$ cat config.mk
export PLATFORM = sky130hd
export DESIGN_NAME = controller_sequencer_flat
export DESIGN_NICKNAME = d
export VERILOG_FILES = /design/src/rtl/controller_sequencer_if.sv /design/src/rtl/controller_sequencer.sv /design/src/flat_wrapper.sv
export SDC_FILE = /design/constraint.sdc
export NUM_CORES = 1
export LEC_CHECK = 0
export BUFFER_PORTS_ARGS = -buffer_cell sky130_fd_sc_hd__clkbuf_2
export CAP_MARGIN = 20
export CORE_UTILIZATION = 45
export CTS_CLUSTER_DIAMETER = 120
export DETAILED_ROUTE_END_ITERATION = 8
export GPL_ROUTABILITY_DRIVEN = 0
export PLACE_DENSITY = 0.75
export RECOVER_POWER = 25
export SYNTH_ARGS = -nofsm -noshare
export SYNTH_HDL_FRONTEND = slang
export SYNTH_SLANG_ARGS = --single-unit
$ cat constraint.sdc
create_clock -name CLK_bar -period 1.6 [get_ports CLK_bar]
set_clock_uncertainty 0.1 [all_clocks]
set_input_delay 0 -clock CLK_bar [delete_from_list [all_inputs] [get_ports CLK_bar]]
set_output_delay 0 -clock CLK_bar [all_outputs]
set_load 0.005 [all_outputs]
$ cat src/rtl/controller_sequencer_if.sv
// Bus between the sequencer and its environment: IR opcode, run/step controls in,
// control word, T-state ring and halt flag out.
interface controller_sequencer_if;
  logic [3:0]  opcode;
  logic        RUN;
  logic        STEP;
  logic [11:0] CON;
  logic [5:0]  T;
  logic        HLT;

  modport master (
    output opcode,
    output RUN,
    output STEP,
    input  CON,
    input  T,
    input  HLT
  );

  modport slave (
    input  opcode,
    input  RUN,
    input  STEP,
    output CON,
    output T,
    output HLT
  );
endinterface

$ cat src/rtl/controller_sequencer.sv
// Control unit of the 8-bit accumulator computer: six-state one-hot T ring, opcode
// decode into the 12-bit control word, halt latch and run/single-step gating.
module controller_sequencer #(
  parameter logic [3:0] OP_LDA = 4'h0,
  parameter logic [3:0] OP_ADD = 4'h1,
  parameter logic [3:0] OP_SUB = 4'h2,
  parameter logic [3:0] OP_OUT = 4'hE,
  parameter logic [3:0] OP_HLT = 4'hF
) (
  input  logic                   CLK_bar,
  input  logic                   CLR_bar,
  controller_sequencer_if.slave  bus
);

  typedef enum logic [5:0] {
    T1 = 6'b000001,
    T2 = 6'b000010,
    T3 = 6'b000100,
    T4 = 6'b001000,
    T5 = 6'b010000,
    T6 = 6'b100000
  } t_state_e;

  // Control word bit order: {Cp,Ep,Lm_bar,CE_bar,Li_bar,Ei_bar,La_bar,Ea,Su,Eu,Lb_bar,Lo_bar}
  localparam logic [11:0] CON_IDLE     = 12'h3E3;
  localparam logic [11:0] CON_FETCH_T1 = 12'h5E3;
  localparam logic [11:0] CON_FETCH_T2 = 12'hBE3;
  localparam logic [11:0] CON_FETCH_T3 = 12'h263;
  localparam logic [11:0] CON_MEM_T4   = 12'h1A3;
  localparam logic [11:0] CON_LDA_T5   = 12'h2C3;
  localparam logic [11:0] CON_ALU_T5   = 12'h2E1;
  localparam logic [11:0] CON_ADD_T6   = 12'h3C7;
  localparam logic [11:0] CON_SUB_T6   = 12'h3CF;
  localparam logic [11:0] CON_OUT_T4   = 12'h3F2;

  t_state_e t_q, t_d;
  logic     live_q, live_d;
  logic     halted_q, halted_d;
  logic     step_q;
  logic     step_pulse;
  t_state_e ring_next;
  logic     ring_valid;
  logic [11:0] con;

  assign step_pulse = bus.STEP & ~step_q;

  always_ff @(posedge CLK_bar or negedge CLR_bar) begin
    if (!CLR_bar) begin
      t_q      <= T1;
      live_q   <= 1'b0;
      halted_q <= 1'b0;
      step_q   <= 1'b0;
    end else begin
      t_q      <= t_d;
      live_q   <= live_d;
      halted_q <= halted_d;
      step_q   <= bus.STEP;
    end
  end

  // Rotation target; an illegal (non-one-hot) ring value is flagged so it can be forced back to T1.
  always_comb begin
    ring_next  = T1;
    ring_valid = 1'b1;
    case (t_q)
      T1:      ring_next = T2;
      T2:      ring_next = T3;
      T3:      ring_next = T4;
      T4:      ring_next = T5;
      T5:      ring_next = T6;
      T6:      ring_next = T1;
      default: begin
        ring_next  = T1;
        ring_valid = 1'b0;
      end
    endcase
  end

  always_comb begin
    t_d      = t_q;
    live_d   = live_q;
    halted_d = halted_q;
    if (!halted_q) begin
      if (live_q && (t_q == T4) && (bus.opcode == OP_HLT)) begin
        halted_d = 1'b1;
        live_d   = 1'b0;
      end else begin
        if (live_q) begin
          t_d = ring_next;
        end
        live_d = bus.RUN | step_pulse;
      end
    end
    if (!ring_valid) begin
      t_d = T1;
    end
  end

  // Fetch states are opcode-independent; T4..T6 decode the IR nibble, anything unknown is a NOP.
  always_comb begin
    con = CON_IDLE;
    if (live_q && !halted_q) begin
      case (t_q)
        T1: con = CON_FETCH_T1;
        T2: con = CON_FETCH_T2;
        T3: con = CON_FETCH_T3;
        T4: begin
          case (bus.opcode)
            OP_LDA, OP_ADD, OP_SUB: con = CON_MEM_T4;
            OP_OUT:                 con = CON_OUT_T4;
            default:                con = CON_IDLE;
          endcase
        end
        T5: begin
          case (bus.opcode)
            OP_LDA:         con = CON_LDA_T5;
            OP_ADD, OP_SUB: con = CON_ALU_T5;
            default:        con = CON_IDLE;
          endcase
        end
        T6: begin
          case (bus.opcode)
            OP_ADD:  con = CON_ADD_T6;
            OP_SUB:  con = CON_SUB_T6;
            default: con = CON_IDLE;
          endcase
        end
        default: con = CON_IDLE;
      endcase
    end
  end

  assign bus.CON = con;
  assign bus.T   = t_q;
  assign bus.HLT = halted_q;

endmodule

$ cat src/flat_wrapper.sv
// flat-port wrapper written by rule: the top's interface ports become plain ports
module controller_sequencer_flat 
#(
  parameter logic [3:0] OP_LDA = 4'h0,
  parameter logic [3:0] OP_ADD = 4'h1,
  parameter logic [3:0] OP_SUB = 4'h2,
  parameter logic [3:0] OP_OUT = 4'hE,
  parameter logic [3:0] OP_HLT = 4'hF
)
  (CLK_bar, CLR_bar, bus_opcode, bus_RUN, bus_STEP, bus_CON, bus_T, bus_HLT);
  controller_sequencer_if bus_i ();
  input  logic CLK_bar;
  input  logic CLR_bar;
  input wire logic [$bits(bus_i.opcode)-1:0] bus_opcode;
  input wire logic [$bits(bus_i.RUN)-1:0] bus_RUN;
  input wire logic [$bits(bus_i.STEP)-1:0] bus_STEP;
  output wire logic [$bits(bus_i.CON)-1:0] bus_CON;
  output wire logic [$bits(bus_i.T)-1:0] bus_T;
  output wire logic [$bits(bus_i.HLT)-1:0] bus_HLT;
  assign bus_i.opcode = bus_opcode;
  assign bus_i.RUN = bus_RUN;
  assign bus_i.STEP = bus_STEP;
  assign bus_CON = bus_i.CON;
  assign bus_T = bus_i.T;
  assign bus_HLT = bus_i.HLT;
  controller_sequencer #(.OP_LDA(OP_LDA), .OP_ADD(OP_ADD), .OP_SUB(OP_SUB), .OP_OUT(OP_OUT), .OP_HLT(OP_HLT)) u_core (.CLK_bar(CLK_bar), .CLR_bar(CLR_bar), .bus(bus_i));
endmodule
* After elaboration in Yosys (flattened, before gate mapping)
Cells that the tools add are included.
Widths: inputs -> output; s select.
** Storage, ports and cells
- Word-level logic and storage cells :: 43
- Output and inout bits :: 19
- Bits of input ports :: 8
- Register bits after elaboration :: 9
** Operators by class
- Eq/ne operators :: 13
- Reductions and logical operators :: 9
- Bitwise gates (word level) :: 3
- Multiplexer cells :: 14
** Operator list (number)
- $pmux 12 s6 :: 1
- $pmux 6 s5 :: 1
- $mux 6 :: 4
- $pmux 10 s2 :: 1
- $pmux 9 s2 :: 1
- $mux 12 :: 1
- $pmux 6 s2 :: 1
- $eq 4x4->1 const B :: 2
- $eq 6x1->1 const B :: 1
- $eq 6x2->1 const B :: 1
- $eq 6x3->1 const B :: 1
- $eq 6x4->1 const B :: 1
- $eq 6x5->1 const B :: 1
- $eq 6x6->1 const B :: 1
- $reduce_or 6->1 :: 1
- $eq 4x1->1 const B :: 1
- $eq 4x2->1 const B :: 1
- $logic_not 4->1 :: 1
- $mux 1 :: 4
- $ne 2x2->1 const B :: 2
- $logic_and 1x1->1 :: 3
- $reduce_and 3->1 :: 1
- $reduce_or 3->1 :: 1
- $ne 2x1->1 const B :: 1
- other kinds (5) :: 5

* Depth between registers and ports, before layout
Gate-level depths: netlist of the first run.
- Word-level depth :: 6
- Depth in mapped cells :: 5
- Depth with buffers taken out :: 4

* Worst setup path before layout of the first run
Ideal clock, no wire load.
- Path kind :: register -> register
- Start point :: register u_core.t_q[4] (netlist: u_core.bus.T[4])
- End point :: register u_core.t_q[3] (netlist: u_core.bus.T[3])
- Required time :: 1.435 ns
- Stages on the path, launching flop included :: 6
- Library setup time :: 0.065 ns
- Clock period less this slack :: 1.603 ns
- Arrival time :: 1.438 ns
- Buffers on the path :: 1
- Path slack :: -0.003 ns
- Path through :: dfrtp_1 buf_2 nor2_1 a41oi_2 a31oi_1 o22a_1
** On the way
- Longest elaborated chain between the ends :: 6
- Elaborated cells on any way between the ends :: 19
- Those cells by class :: 9 x eq/ne; 6 x mux; 4 x reduce/logical
** RTL lines
- start: declaration :: RTL line controller_sequencer.sv:36 : t_state_e t_q, t_d;
- start signal: assignment :: RTL line controller_sequencer.sv:54 : t_q <= t_d;
- $eq 6x5->1, or another cell as far along :: RTL line controller_sequencer.sv:65 : case (t_q)
- $pmux 6 s5 :: RTL line controller_sequencer.sv:65
- $mux 6 :: RTL line controller_sequencer.sv:88 : if (live_q) begin
- $mux 6 :: RTL line controller_sequencer.sv:84 : if (live_q && (t_q == T4) && (bus.opcode == OP_HLT)) begin
- $mux 6 :: RTL line controller_sequencer.sv:83 : if (!halted_q) begin
- $mux 6 :: RTL line controller_sequencer.sv:94 : if (!ring_valid) begin
Several ways; a longest one is shown, not always the timed one. The select of a mux whose other input is x is not followed.
A chain may end at the register's enable or synchronous reset.

* Worst setup path after layout of the first run
- Start point :: register u_core.t_q[1] (netlist: u_core.bus.T[1])
- End point :: register u_core.t_q[0] (netlist: u_core.bus.T[0])
The elaborated chain is that of the path after synthesis.

==> results of run 1 <==
power by group through the flow:
stage               Clock [W]  Combinational [W]  Sequential, W
floorplan                   0           0.000946       0.000418
global placement            0            0.00155       0.000444
detailed placement          0            0.00160       0.000451
CTS                  0.000174            0.00197       0.000458
global route         0.000185            0.00296       0.000523
finish               0.000176            0.00286       0.000521
worst max-delay path, cell delays in order (launching register included):
cell and delay [ps]:
dfrtp_2 450, buf_6 150, nor4b_4 330, buf_4 200
nand4_1 260, nor4b_4 240, a22oi_2 220
stage by stage:
step                      instance area (um^2)  std cells
final                                     1650        199
after global routing                      1650        199
after CTS                                 1380        186
after detailed placement                  1150        169
after global placement                    1150        169
after floorplan                            847        100
Yosys cell counts (3+ instances only):
library cell  n
buf_2         3
nand2b_1      3
nor2_1        7
a22oi_1       3
nand3_1       6
nor2b_1       4
dfrtp_1       8
o21ai_0       8
inv_1         3
nand2_1       8
xor2_1        4
nand4_1       3
routing by layer:
metal | share of wire [%] | vias to the layer above | GRT usage, %
li1 | - | 524 | -
met1 | 32 | 609 | 40.3
met2 | 44 | 164 | 60.6
met3 | 12 | 88 | 4.00
met4 | 12 | 0 | 24.2
met5 | 0 | - | 0
state kept, by name, summed over array words and instances (netlist names):
name / cells
u_core.live_q: 1
u_core.bus.HLT: 1
u_core.step_q: 1
u_core.bus.T: 6
cell type report:
class                      count  share of cell area (%)
clock buffer                   4                    1.59
multi-input combinational     81                    46.9
inverter                       3                   0.683
timing repair buffer          77                    34.8
sequential                     9                    14.1
tap                           25                    1.90
cell families (layout without fill, tap and decap cells):
kind of cell / after synthesis / after routing
xor+xnor: 4 / 4
mux: 1 / 1
simple gates: 50 / 50
buf+inv: 10 / 84
compound gates: 26 / 26
flops: 9 / 9
how the worst max path moves through the flow:
stage | start | endpoint | slack, ps | cells after the start
6_report | u_core.bus.T[1] | u_core.bus.T[0] | -440 | 6
5_1_grt | u_core.bus.T[5] | bus_CON[5] | -540 | 5
4_1_cts | u_core.bus.T[3] | bus_CON[8] | -290 | 3
3_5_place_dp | u_core.bus.T[0] | u_core.bus.T[3] | -120 | 5
3_3_place_gp | u_core.bus.T[3] | u_core.bus.T[2] | -50 | 6
2_1_floorplan | u_core.bus.T[2] | u_core.bus.T[3] | 1 | 5
repair_timing:
item / in CTS / in global routing
cloned: 0 / 0
buffers inserted: 10 / 13
hold endpoints to repair: 11 / 0
pin swaps: 13 / 21
resized for setup: 22 / 45
hold buffers: 3 / 0
setup endpoints to repair: 19 / 20
==> impl_metrics.yaml, run 1 <==
outcome:
  status: "finished with violations"
  violations: "setup timing"
placement:
  io_buffers: 26
  pre_cts_slack_ps: -122
  dp_hpwl_um: 1990
global_route:
  antenna_found_initial: 0
  grt-ovfl-total: 0
  first_global_vias: 1074
  grt_pass1_wl_um: 5030
  gr-usage-all-layers_pct: 35.1
  grt_max_degree: 10
synth:
  yosys_register_bits: 9
  yosys-top-cells-area: "dfrtp_1, o21ai_0, xor2_1"
  syn-instance-count: 100
  yosys_most_used_dff: "dfrtp_1"
  synth_compound_area_share_pct: 22.2
  synth_largest_area_cell: "dfrtp_1"
  synthMuxAreaShare_pct: 1.19
  synth-xor-area-share_pct: 4.15
  synth-seq-area-share_pct: 26.8
  synth-edff-count: 0
  syn-num-nets: 108
  synth_top_family_by_area: "simple AND/OR/NAND/NOR gates"
  synth_warnings: 0
  synth_adder_area_share_pct: 0
  syn-cell-area_um2: 845
  synth_top_area_share_pct: 23.7
  yosys.area_share.simple_pct: 38.5
  ys_async_sr_fraction_pct: 100
  avgSynthCellArea_um2: 8.45
  synth_cell_type_count: 44
setup_path:
  reg2regPathDepth: 6
  timing.rr.start: "u_core.bus.T[1]"
  timing.rr.end: "u_core.bus.T[0]"
  startpoint_type: "register"
  cp_max_fo: 5
  worst-endpoint-arrival_ps: 2120
  worstPathRequired_ps: 1670
  reg2reg_slack_ps: -440
  worstSetupPathType: "register to register"
  end_kind: "register"
layout:
  drive_gt1_share_pct: 66.1
  syn2layout_area_growth_pct: 95.3
  final_nets: 183
  multi_input_area_um2: 773
  final_cell_mix: "buf_4, clkbuf_2, buf_6"
  final_common_cell: "buf_4"
  post-route-util_pct: 94.5
  register_area_um2: 233
  n_antenna_cell: 0
  nFillCells: 51
routing:
  drtAntennaViolNets: 0
  initialDrtViolationCount: 110
  wl_per_cell_um: 25.1
  drc: 0
  vias: 1385
  post_drt_via_cell_ratio: 6.96
  drt_first_pass_iters: 5
  routed_wl_um: 5000
floorplan:
  dieArea_um2: 2050
  die-width_um: 45.3
  rows: 15
  initial_core_util_pct: 48.4
  chipHeight_um: 45.3
  core_area_um2: 1750
  ios: 27
clock_network:
  clk_transition_reported_paths_ps: 60
  cts_max_level: 1
  cts_buffer_depth: 2
  clk-insertion-delay-late_ps: 260
  cts.sinks: 9
  cts_root_buf: "clkbuf_4"
  cts_buffers: 3
  cts_tree: "yes"
power_and_ir_drop:
  p_per_area_nw_per_um2: 2150
  ir_worst_vdd_mv: 1.66
  p_leak_nw: 0.772
  p_sw_w: 0.00172
  pwr-share-comb_pct: 80.4
  internal-power_w: 0.00184
  p_sw_share_pct: 48.3
  power_frac_seq_pct: 14.7
  p_clk_share_pct: 5.0
  total_power_w: 0.00355
sta:
  fin_ws_ps: -443
  period_minus_slack_ps: 2040
  post-route-period-util_pct: 128
  worst_pin_slew_ps: 474
  slew_headroom_pct: 68.4
  rsz0062_at_grt: "yes"
  finalSetupViolCount: 20
  fmax_ghz: 0.489
  final_max_slew_viol_count: 0
  whs_ps: 101
  hold_viol_final: 0
  tns_ps: -5980
hold_path:
  min-delay-path-class: "input port to async pin"
run:
  cap_viol_max_count: 0
Power figures use the tool's default switching activity.
==> inputs of run 2 (changes only) <==
Settings changed: ABC_AREA set to 1, CORE_UTILIZATION 45 to 43, PLACE_DENSITY 0.75 to 0.74.
==> run 2 against run 1 <==
- the flow finishes with violations (DRC, setup timing)
- flip-flop and latch count is the same
- total power fell by 88%
- synthesized cell count grew 17%
- setup slack better by 340 ps
- via count decreased by 31%
- largest cell class unchanged
==> impl_metrics.yaml, run 2 <==
routing:
  initialDrtViolationCount: 19
  post_drt_via_cell_ratio: 5.20
  drt_first_pass_iters: 6
  vias: 952
  drtAntennaViolNets: 0
  wl_per_cell_um: 12.4
  routed_wl_um: 2270
  drc: 3
hold_path:
  min-delay-path-class: "input port to async pin"
clock_network:
  cts_tree: "yes"
  clk_transition_reported_paths_ps: 60
  cts_max_level: 1
  cts.sinks: 9
  cts_buffers: 3
  clk-insertion-delay-late_ps: 260
  cts_buffer_depth: 2
  cts_root_buf: "clkbuf_4"
floorplan:
  core_area_um2: 1560
  initial_core_util_pct: 47.9
  dieArea_um2: 1910
  ios: 27
  rows: 14
  chipHeight_um: 43.7
  die-width_um: 43.7
setup_path:
  worstPathRequired_ps: 1500
  cp_top_family: "flip-flops"
  cp_max_fo: 5
  startpoint_type: "register"
  end_kind: "output pin"
  critPathMaxStageDelay_ps: 600
  worstSetupPathType: "register to output pin"
  crit_buf_inv: 2
  worst-endpoint-arrival_ps: 1600
  crit_slowest_cell: "dfstp_2"
  crit_chain: "nor2_2 > o21ai_4 > buf_6 > nand3_4 > nand4_1 > clkbuf_2"
placement:
  dp_hpwl_um: 1440
  io_buffers: 26
  dp_cells: 160
layout:
  n_antenna_cell: 0
  final_cell_mix: "clkbuf_2, nand2_1, inv_1, buf_4, nand3_1"
  largest_reg_flops: 6
  instances_no_fill: 183
  final_common_cell: "clkbuf_2"
  drive_gt1_share_pct: 55.1
  final_nets: 176
  syn2layout_area_growth_pct: 63.0
synth:
  syn-num-nets: 125
  synth-edff-count: 0
  synth_top_area_share_pct: 26.8
  synth_commonest_cells: "nand2_1, inv_1, nor2_1, nand3_1, dfrtp_1"
  synth_adder_area_share_pct: 0
  synth_top_family_by_area: "simple AND/OR/NAND/NOR gates"
  synth_warnings: 0
  synthMuxAreaShare_pct: 0
  ys_async_sr_fraction_pct: 100
  yosys-top-cells-area: "dfrtp_1, nand2_1, inv_1"
  synth_cell_type_count: 21
  syn-instance-count: 117
  syn-cell-area_um2: 747
  synth-seq-area-share_pct: 30.3
  synth-xor-area-share_pct: 0
  synth_compound_area_share_pct: 10.7
  avgSynthCellArea_um2: 6.38
  yosys_register_bits: 9
  yosys_most_used_dff: "dfrtp_1"
  synth_largest_area_cell: "dfrtp_1"
  yosysMostFrequentCell: "nand2_1"
  yosys.area_share.simple_pct: 46.4
sta:
  final_max_slew_viol_count: 0
  hold_viol_final: 0
  fin_ws_ps: -104
  slew_headroom_pct: 68.2
  worst_pin_slew_ps: 478
  finalSetupViolCount: 10
  period_minus_slack_ps: 1700
  rsz0062_at_grt: "yes"
  post-route-period-util_pct: 106
  fmax_ghz: 0.587
  whs_ps: 113
outcome:
  status: "finished with violations"
  violations: "DRC, setup timing"
global_route:
  grt_max_degree: 10
  grt-ovfl-total: 0
  first_global_vias: 843
  gr-usage-all-layers_pct: 24.8
  antenna_found_initial: 0
  grt_pass1_wl_um: 3510
power_and_ir_drop:
  total_power_w: 0.000434
  ir_worst_vdd_mv: 0.401
  p_leak_nw: 0.651
  p_per_area_nw_per_um2: 357
run:
  cap_viol_max_count: 0
## run 2: changes by cell type after synthesis, sizes merged, moves of 4 or more
| cell | before | now |
|---|---|---|
| nor2 | 7 | 21 |
| inv | 3 | 25 |
| nand2 | 8 | 31 |
| buf | 6 | 0 |
| xor2 | 4 | 0 |
| nor2b | 4 | 0 |
| nor4 | 4 | 0 |
| o21ai | 9 | 5 |
| nand3 | 6 | 14 |
## run 2: repair_timing
action,CTS,global route
hold endpoints to repair,11,0
gates resized for setup,11,35
pin swaps,5,11
buffers inserted,9,7
setup endpoints to repair,6,13
hold buffers,3,0
## run 2: final cells by class
cell class	instances	area, um^2
multi-input cells	83	551
fillers	102	342
clock buffers	4	26.3
flip-flops and latches	9	230
repair buffers	46	294
well taps	16	20.0
inverters	25	96.3
## run 2: final timing paths
kind                            startpoint         endpoint  slack [ps]  depth (start not counted)
min                                CLR_bar  u_core.bus.T[4]         110                          2
max reg2reg                u_core.bus.T[2]  u_core.bus.T[4]         -30                         10
max in group asynchronous          CLR_bar  u_core.bus.T[3]         930                          2
min in group CLK_bar         bus_opcode[0]   u_core.bus.HLT         180                          5
min reg2reg                u_core.bus.T[1]  u_core.bus.T[1]         490                          2
max                        u_core.bus.T[0]       bus_CON[5]        -100                          6
## run 2: metrics by stage
| stage | TNS [ps] | setup slack (ps) | utilization (%) | cell area, um^2 |
|---|---|---|---|---|
| CTS | -80.4 | -28.0 | 68.5 | 1070 |
| global route | -1210 | -169 | 78.1 | 1220 |
| floorplan | 0 | 194 | - | 747 |
| finish | -368 | -104 | 78.1 | 1220 |
| detailed placement | 0 | 78.9 | 58.0 | 905 |
| global placement | 0 | 144 | 58.0 | 905 |
## run 2: power by group
| group | internal (W) | switching (W) |
|---|---|---|
| clock | 0.0000959 | 0.0000757 |
| sequential | 0.000229 | 0.000000273 |
| combinational | 0.0000147 | 0.0000189 |
## run 2: kinds of logic (layout without fill, tap and decap cells)
group,count (synthesis),count (layout)
AO/OA/AOI/OAI,10,10
AND/OR/NAND/NOR,73,73
flip-flops,9,9
buffers and inverters,25,75
## run 2: metal layers
| layer | part of all wire (%) | track usage [%] | vias to the layer above | wire length (um) |
|---|---|---|---|---|
| met1 | 46 | 34.8 | 442 | 1030 |
| li1 | - | - | 471 | - |
| met5 | 0 | 0 | - | 0 |
| met2 | 48 | 38.5 | 35 | 1090 |
| met3 | 5.0 | 2.50 | 4 | 114 |
| met4 | 1.1 | 11.3 | 0 | 25 |
